File: src/rtl/uart_tx_arb_pkg.sv
// Shared constants and FSM encoding for the round-robin uart_tx arbiter.
package uart_tx_arb_pkg;

    localparam int unsigned UART_NUMB_BIT_MAX    = 8;
    localparam int unsigned UART_ARB_FSM_WD      = 3;
    localparam int unsigned UART_ARB_NUM_REQ_MAX = 8;

    typedef enum logic [UART_ARB_FSM_WD-1:0] {
        ARB_IDLE      = 3'd0,
        ARB_ISSUE     = 3'd1,
        ARB_WAIT_BUSY = 3'd2,
        ARB_WAIT_DONE = 3'd3
    } arb_state_e;

endpackage

File: src/rtl/uart_tx_arb_rr_pick.sv
// Combinational round-robin pick: first requester at or after ptr_i, wrapping at NUM_REQ-1.
module uart_tx_arb_rr_pick
    import uart_tx_arb_pkg::*;
#(
    parameter int unsigned NUM_REQ   = 4,
    parameter int unsigned REQ_ID_WD = 2
) (
    input  logic [NUM_REQ-1:0]   req_i,
    input  logic [REQ_ID_WD-1:0] ptr_i,
    output logic [NUM_REQ-1:0]   gnt_o,
    output logic [REQ_ID_WD-1:0] gnt_id_o,
    output logic                 any_o
);

    localparam int unsigned IDX_WD = REQ_ID_WD + 1;

    // Walk NUM_REQ positions starting at ptr; the extra index bit covers ptr+k before wrapping.
    always_comb begin
        logic [IDX_WD-1:0] idx;
        logic              found;
        gnt_o    = '0;
        gnt_id_o = '0;
        found    = 1'b0;
        idx      = '0;
        for (int unsigned k = 0; k < NUM_REQ; k++) begin
            idx = IDX_WD'(ptr_i) + IDX_WD'(k);
            if (idx >= IDX_WD'(NUM_REQ)) begin
                idx = idx - IDX_WD'(NUM_REQ);
            end
            if (!found && req_i[idx[REQ_ID_WD-1:0]]) begin
                found                       = 1'b1;
                gnt_id_o                    = idx[REQ_ID_WD-1:0];
                gnt_o[idx[REQ_ID_WD-1:0]]   = 1'b1;
            end
        end
        any_o = found;
    end

endmodule

File: src/rtl/uart_tx_arb.sv
// Round-robin scheduler sharing one uart_tx serializer between NUM_REQ requesters.
module uart_tx_arb
    import uart_tx_arb_pkg::*;
#(
    parameter int unsigned NUM_REQ   = 4,
    parameter int unsigned REQ_ID_WD = 2,
    parameter int unsigned DAT_WD    = UART_NUMB_BIT_MAX
) (
    input  logic                        clk,
    input  logic                        rst,
    input  logic [NUM_REQ-1:0]          req_val_i,
    input  logic [NUM_REQ*DAT_WD-1:0]   req_dat_i,
    output logic [NUM_REQ-1:0]          req_rdy_o,
    output logic                        tx_val_o,
    output logic [DAT_WD-1:0]           tx_dat_o,
    input  logic                        tx_ready_i,
    output logic [REQ_ID_WD-1:0]        gnt_id_o,
    output logic                        done_o,
    output logic                        busy_o
);

    localparam int unsigned PTR_WD = REQ_ID_WD + 1;

    arb_state_e             state_q, state_d;
    logic [REQ_ID_WD-1:0]   ptr_q, ptr_d;
    logic [REQ_ID_WD-1:0]   gnt_id_q, gnt_id_d;
    logic [DAT_WD-1:0]      dat_q, dat_d;

    logic [NUM_REQ-1:0]     pick_gnt;
    logic [REQ_ID_WD-1:0]   pick_id;
    logic                   pick_any;
    logic [DAT_WD-1:0]      pick_dat;
    logic [PTR_WD-1:0]      ptr_nxt;

    uart_tx_arb_rr_pick #(
        .NUM_REQ   (NUM_REQ),
        .REQ_ID_WD (REQ_ID_WD)
    ) u_rr_pick (
        .req_i    (req_val_i),
        .ptr_i    (ptr_q),
        .gnt_o    (pick_gnt),
        .gnt_id_o (pick_id),
        .any_o    (pick_any)
    );

    // Winner's data lane.
    always_comb begin
        pick_dat = '0;
        for (int unsigned i = 0; i < NUM_REQ; i++) begin
            if (pick_gnt[i]) begin
                pick_dat = req_dat_i[i*DAT_WD +: DAT_WD];
            end
        end
    end

    // Pointer moves one past the finished owner, wrapping at NUM_REQ.
    always_comb begin
        ptr_nxt = PTR_WD'(gnt_id_q) + PTR_WD'(1);
        if (ptr_nxt >= PTR_WD'(NUM_REQ)) begin
            ptr_nxt = '0;
        end
    end

    always_ff @(posedge clk) begin
        if (rst) begin
            state_q  <= ARB_IDLE;
            ptr_q    <= '0;
            gnt_id_q <= '0;
            dat_q    <= '0;
        end else begin
            state_q  <= state_d;
            ptr_q    <= ptr_d;
            gnt_id_q <= gnt_id_d;
            dat_q    <= dat_d;
        end
    end

    always_comb begin
        state_d   = state_q;
        ptr_d     = ptr_q;
        gnt_id_d  = gnt_id_q;
        dat_d     = dat_q;
        req_rdy_o = '0;
        done_o    = 1'b0;
        case (state_q)
            ARB_IDLE: begin
                if (tx_ready_i && pick_any) begin
                    req_rdy_o = pick_gnt;
                    dat_d     = pick_dat;
                    gnt_id_d  = pick_id;
                    state_d   = ARB_ISSUE;
                end
            end
            ARB_ISSUE: begin
                state_d = ARB_WAIT_BUSY;
            end
            ARB_WAIT_BUSY: begin
                if (!tx_ready_i) begin
                    state_d = ARB_WAIT_DONE;
                end
            end
            ARB_WAIT_DONE: begin
                if (tx_ready_i) begin
                    done_o  = 1'b1;
                    ptr_d   = ptr_nxt[REQ_ID_WD-1:0];
                    state_d = ARB_IDLE;
                end
            end
            default: begin
                state_d = ARB_IDLE;
            end
        endcase
        // Hold handshake and completion quiet while reset is asserted.
        if (rst) begin
            req_rdy_o = '0;
            done_o    = 1'b0;
        end
    end

    assign tx_val_o = (state_q == ARB_ISSUE);
    assign busy_o   = (state_q != ARB_IDLE);
    assign tx_dat_o = dat_q;
    assign gnt_id_o = gnt_id_q;

endmodule

File: config.mk
export PLATFORM = sky130hd
export DESIGN_NAME = uart_tx_arb
export DESIGN_NICKNAME = d
export VERILOG_FILES = /design/src/rtl/uart_tx_arb_pkg.sv /design/src/rtl/uart_tx_arb_rr_pick.sv /design/src/rtl/uart_tx_arb.sv
export SDC_FILE = /design/constraint.sdc
export NUM_CORES = 1
export LEC_CHECK = 0
export ABC_AREA = 1
export BUFFER_PORTS_ARGS = -buffer_cell sky130_fd_sc_hd__buf_2
export CAP_MARGIN = 15
export CORE_AREA = 2 2 68 70
export DETAILED_ROUTE_END_ITERATION = 10
export DIE_AREA = 0 0 70 72
export PLACE_DENSITY = 0.61
export SLEW_MARGIN = 10
export SYNTH_ARGS = -nofsm -noshare
export SYNTH_HDL_FRONTEND = slang
export SYNTH_SLANG_ARGS = --single-unit
File: constraint.sdc
create_clock -name clk -period 2.9 [get_ports clk]
set_input_delay 0.29 -clock clk [delete_from_list [all_inputs] [get_ports clk]]
set_output_delay 0.29 -clock clk [all_outputs]
set_load 0.05 [all_outputs]
==> flow_metrics.env <==
export IMPL_synth_xor_xnor_area_share_pct=0.602
export IMPL_crit_path_start_kind="flip-flop"
export IMPL_synth_compound_area_share_pct=25.5
export IMPL_num_antenna_cells=0
export IMPL_synthMuxAreaShare_pct=0
export IMPL_dpl_hpwl_um=3100
export IMPL_slew_headroom_pct=74.3
export IMPL_synthCells=201
export IMPL_min_path_type="input pin to flip-flop"
export IMPL_gp_congestion=0.795
export IMPL_reg2reg_to="tx_dat_o[3]$_SDFFE_PP0P_"
export IMPL_outcome="complete, no violations"
export IMPL_met2_usage_pct=24.0
export IMPL_r2r_start="ptr_q[1]$_SDFFE_PP0P_"
export IMPL_crit_path_max_fanout=10
export IMPL_p_sw_share_pct=54.0
export IMPL_core_region_area_mm2=0.00426
export IMPL_top_usage_layer="met2"
export IMPL_cts_path_max_buffers=2
export IMPL_wirelength_um=3780
export IMPL_peakVddDrop_mv=0.475
export IMPL_netlist_top_cell_by_area="dfxtp_1"
export IMPL_path_class="flip-flop to output port"
export IMPL_vias=1487
export IMPL_maxSlewViolCount=0
export IMPL_r2r_worst_path_cells=13
export IMPL_powerDensity_mw_per_mm2=753
export IMPL_synth_seq_area_share_pct=19.3
export IMPL_ios=56
export IMPL_root_buffer="clkbuf_8"
export IMPL_post_cts_setup_buffer_count=0
export IMPL_syn_nets=252
export IMPL_fin_nets=311
export IMPL_clk_pin_slew_ps=60
export IMPL_numCtsBuffers=3
export IMPL_drtIter0Drc=38
export IMPL_startpoint="ptr_q[1]$_SDFFE_PP0P_"
export IMPL_cts_sinks=14
export IMPL_die_height_um=72
export IMPL_synth_simple_area_share_pct=35.9
export IMPL_required_ps=2610
export IMPL_gr_usage_all_layers_pct=15.0
export IMPL_ys_warn_count=0
export IMPL_skew_ps=2.46
export IMPL_use_met3_pct=2.36
export IMPL_finalHoldViolations=0
export IMPL_wl_per_cell_um=12.1
export IMPL_dieArea_mm2=0.00504
export IMPL_r2r_setup_slack_ps=750
export IMPL_drc=0
export IMPL_rsz0062_at_grt="no"
export IMPL_holdWs_ps=232
export IMPL_syn_avg_cell_area_um2=7.24
export IMPL_synthToLayoutAreaGrowth_pct=26.7
export IMPL_grt_max_degree=17
export IMPL_synthTopCellsByArea="dfxtp_1 (19%), a21oi_1 (13%), nand2_1 (11%)"
export IMPL_start_util_pct=34.1
export IMPL_overflow=0
export IMPL_power_frac_seq_pct=21.3
export IMPL_power_frac_clock_pct=13.8
export IMPL_postRouteAntennaNets=0
export IMPL_cp_data_arrival_time_ps=2410
export IMPL_synth_seq_cells=14
export IMPL_synth_area_mm2=0.00146
export IMPL_netlist_area_leader_share_pct=19.3
export IMPL_grt_pass1_vias=1362
export IMPL_floorplan_rows=24
export IMPL_grt_pass1_wl_um=6130
export IMPL_crit_path_end="req_rdy_o[2]"
export IMPL_tns_ps=0
export IMPL_dr_pass1_iters=4
export IMPL_p_int_w=0.000639
export IMPL_max_freq_mhz=370
export IMPL_tightest_slew_ps=385
export IMPL_antenna_found_initial=0
export IMPL_die_w_um=70
export IMPL_maxCapViolCount=0
export IMPL_p_leak_nw=0.977
export IMPL_switching_power_w=0.000748
export IMPL_synth_distinct_cells=35
export IMPL_use_met1_pct=20.3
export IMPL_synth_top_family_by_area="simple AND/OR/NAND/NOR gates"
export IMPL_cts_tree="done"
export IMPL_setup_viol=0
export IMPL_min_period_ps=2700
export IMPL_fin_crit_sh_pct=93.2
export IMPL_p_comb_share_pct=64.9
export IMPL_io_buffers=55
export IMPL_synth_fa_ha_area_share_pct=10.3
export IMPL_drive_gt1_share_pct=38.2
export IMPL_h_tree_depth=1
export IMPL_routed_via_density=4.78
export IMPL_cp_end_kind="output port"
export IMPL_clk_latency_ps=250
export IMPL_fillers=449
## kinds of logic (layout without fill, tap and decap cells)
kind of cell             after synthesis  count (layout)
adder cells (fa/ha/maj)               12              12
AND/OR/NAND/NOR                       86              86
AO/OA/AOI/OAI                         62              62
XOR/XNOR                               1               1
flip-flops                            14              14
buffers and inverters                 26              84
## worst max-delay path, stage by stage, from the launching register on
cell	delay, ps
dfxtp_2	420
inv_1	90
ha_1	330
inv_1	120
nand2_1	70
nand2_2	100
nor2_8	50
nand2_2	60
inv_2	40
nand3_2	80
nand3_4	130
inv_2	80
nand2_1	130
a31oi_1	180
buf_2	280
## power groups by stage
| stage | clock network, W | registers, W | logic [W] |
|---|---|---|---|
| 6_report | 0.000191 | 0.000296 | 0.000900 |
| 3_3_place_gp | 0 | 0.000300 | 0.000895 |
| 3_5_place_dp | 0 | 0.000299 | 0.000899 |
| 4_1_cts | 0.000196 | 0.000295 | 0.000902 |
| 2_1_floorplan | 0 | 0.000447 | 0.000570 |
| 5_1_grt | 0.000207 | 0.000305 | 0.000982 |
## cell type report
| type | count | area, um2 | share of cell area (%) |
|---|---|---|---|
| flip-flops and latches | 14 | 285 | 15.5 |
| multi-input cells | 161 | 1050 | 57.1 |
| inverters | 22 | 85.1 | 4.62 |
| well taps | 52 | 65.1 | 3.53 |
| repair buffers | 58 | 300 | 16.3 |
| clock buffers | 4 | 55.1 | 2.99 |
## state kept, by name (all words and copies together) (netlist names)
| name | count |
|---|---|
| ptr_q | 2 |
| tx_dat_o | 8 |
| gnt_id_o | 2 |
| state_q | 2 |
## worst min-delay path by stage
stage	from	endpoint	slack, ps	cells after the start
floorplan	rst	state_q[0]$_SDFFE_PP0P_	370	1
global placement	rst	state_q[0]$_SDFFE_PP0P_	490	2
detailed placement	rst	state_q[0]$_SDFFE_PP0P_	490	2
CTS	rst	state_q[0]$_SDFFE_PP0P_	230	2
global route	rst	state_q[0]$_SDFFE_PP0P_	240	2
finish	rst	state_q[0]$_SDFFE_PP0P_	230	2
## metrics by stage
| step | total power (W) | instances | util (%) | area (um2) | worst slack, ps |
|---|---|---|---|---|---|
| after floorplan | 0.00102 | 201 | - | 1460 | 54.7 |
| after global placement | 0.00120 | 307 | 41.8 | 1780 | 406 |
| after detailed placement | 0.00120 | 307 | 41.8 | 1780 | 293 |
| after CTS | 0.00139 | 311 | 43.0 | 1840 | 18.2 |
| after global routing | 0.00149 | 311 | 43.2 | 1840 | 25.5 |
| final | 0.00139 | 311 | 43.2 | 1840 | 198 |
## layer usage
metal  wire [um]  share of wire [%]  up-vias
li1            -                  -      804
met4          57                1.5        0
met1        1840                 49      647
met2        1730                 46       31
met3         153                4.1        5
met5           0                  0        -
## synth_stat cells
cell type,instances
nand4_1,2
a211oi_1,1
nand3b_1,1
nand3_2,4
nand2_4,1
inv_1,17
o211ai_1,2
a22oi_4,1
xor2_1,1
dfxtp_1,14
nand3_4,5
o21ai_2,1
a21oi_1,37
nand2_1,41
o21ai_1,8
nand4_2,1
nand2_2,9
nor2_1,6
nand2_8,1
ha_1,12
a21oi_2,3
a21boi_4,1
nand3_1,11
a21boi_1,1
buf_6,3
inv_4,1
nor2_8,1
a31oi_1,3
nor2_2,1
o21ai_0,3
inv_2,4
nor3_1,1
clkbuf_1,1
a21boi_0,1
nor2_4,1
## placed cells by master (no fill, tap or decap), drive strengths merged, types with 2 or more instances in the layout
cell,instances
nand4,3
nand3,20
clkbuf,4
o211ai,2
buf,58
a31oi,3
ha,12
dfxtp,14
a21oi,40
inv,22
o21ai,12
a21boi,3
nand2,52
nor2,9
## timing repair
action	CTS	global route
hold buffers	0	0
endpoints found under the setup margin	0	4
gates resized for setup	0	5
(Power assumes the default switching activity.)
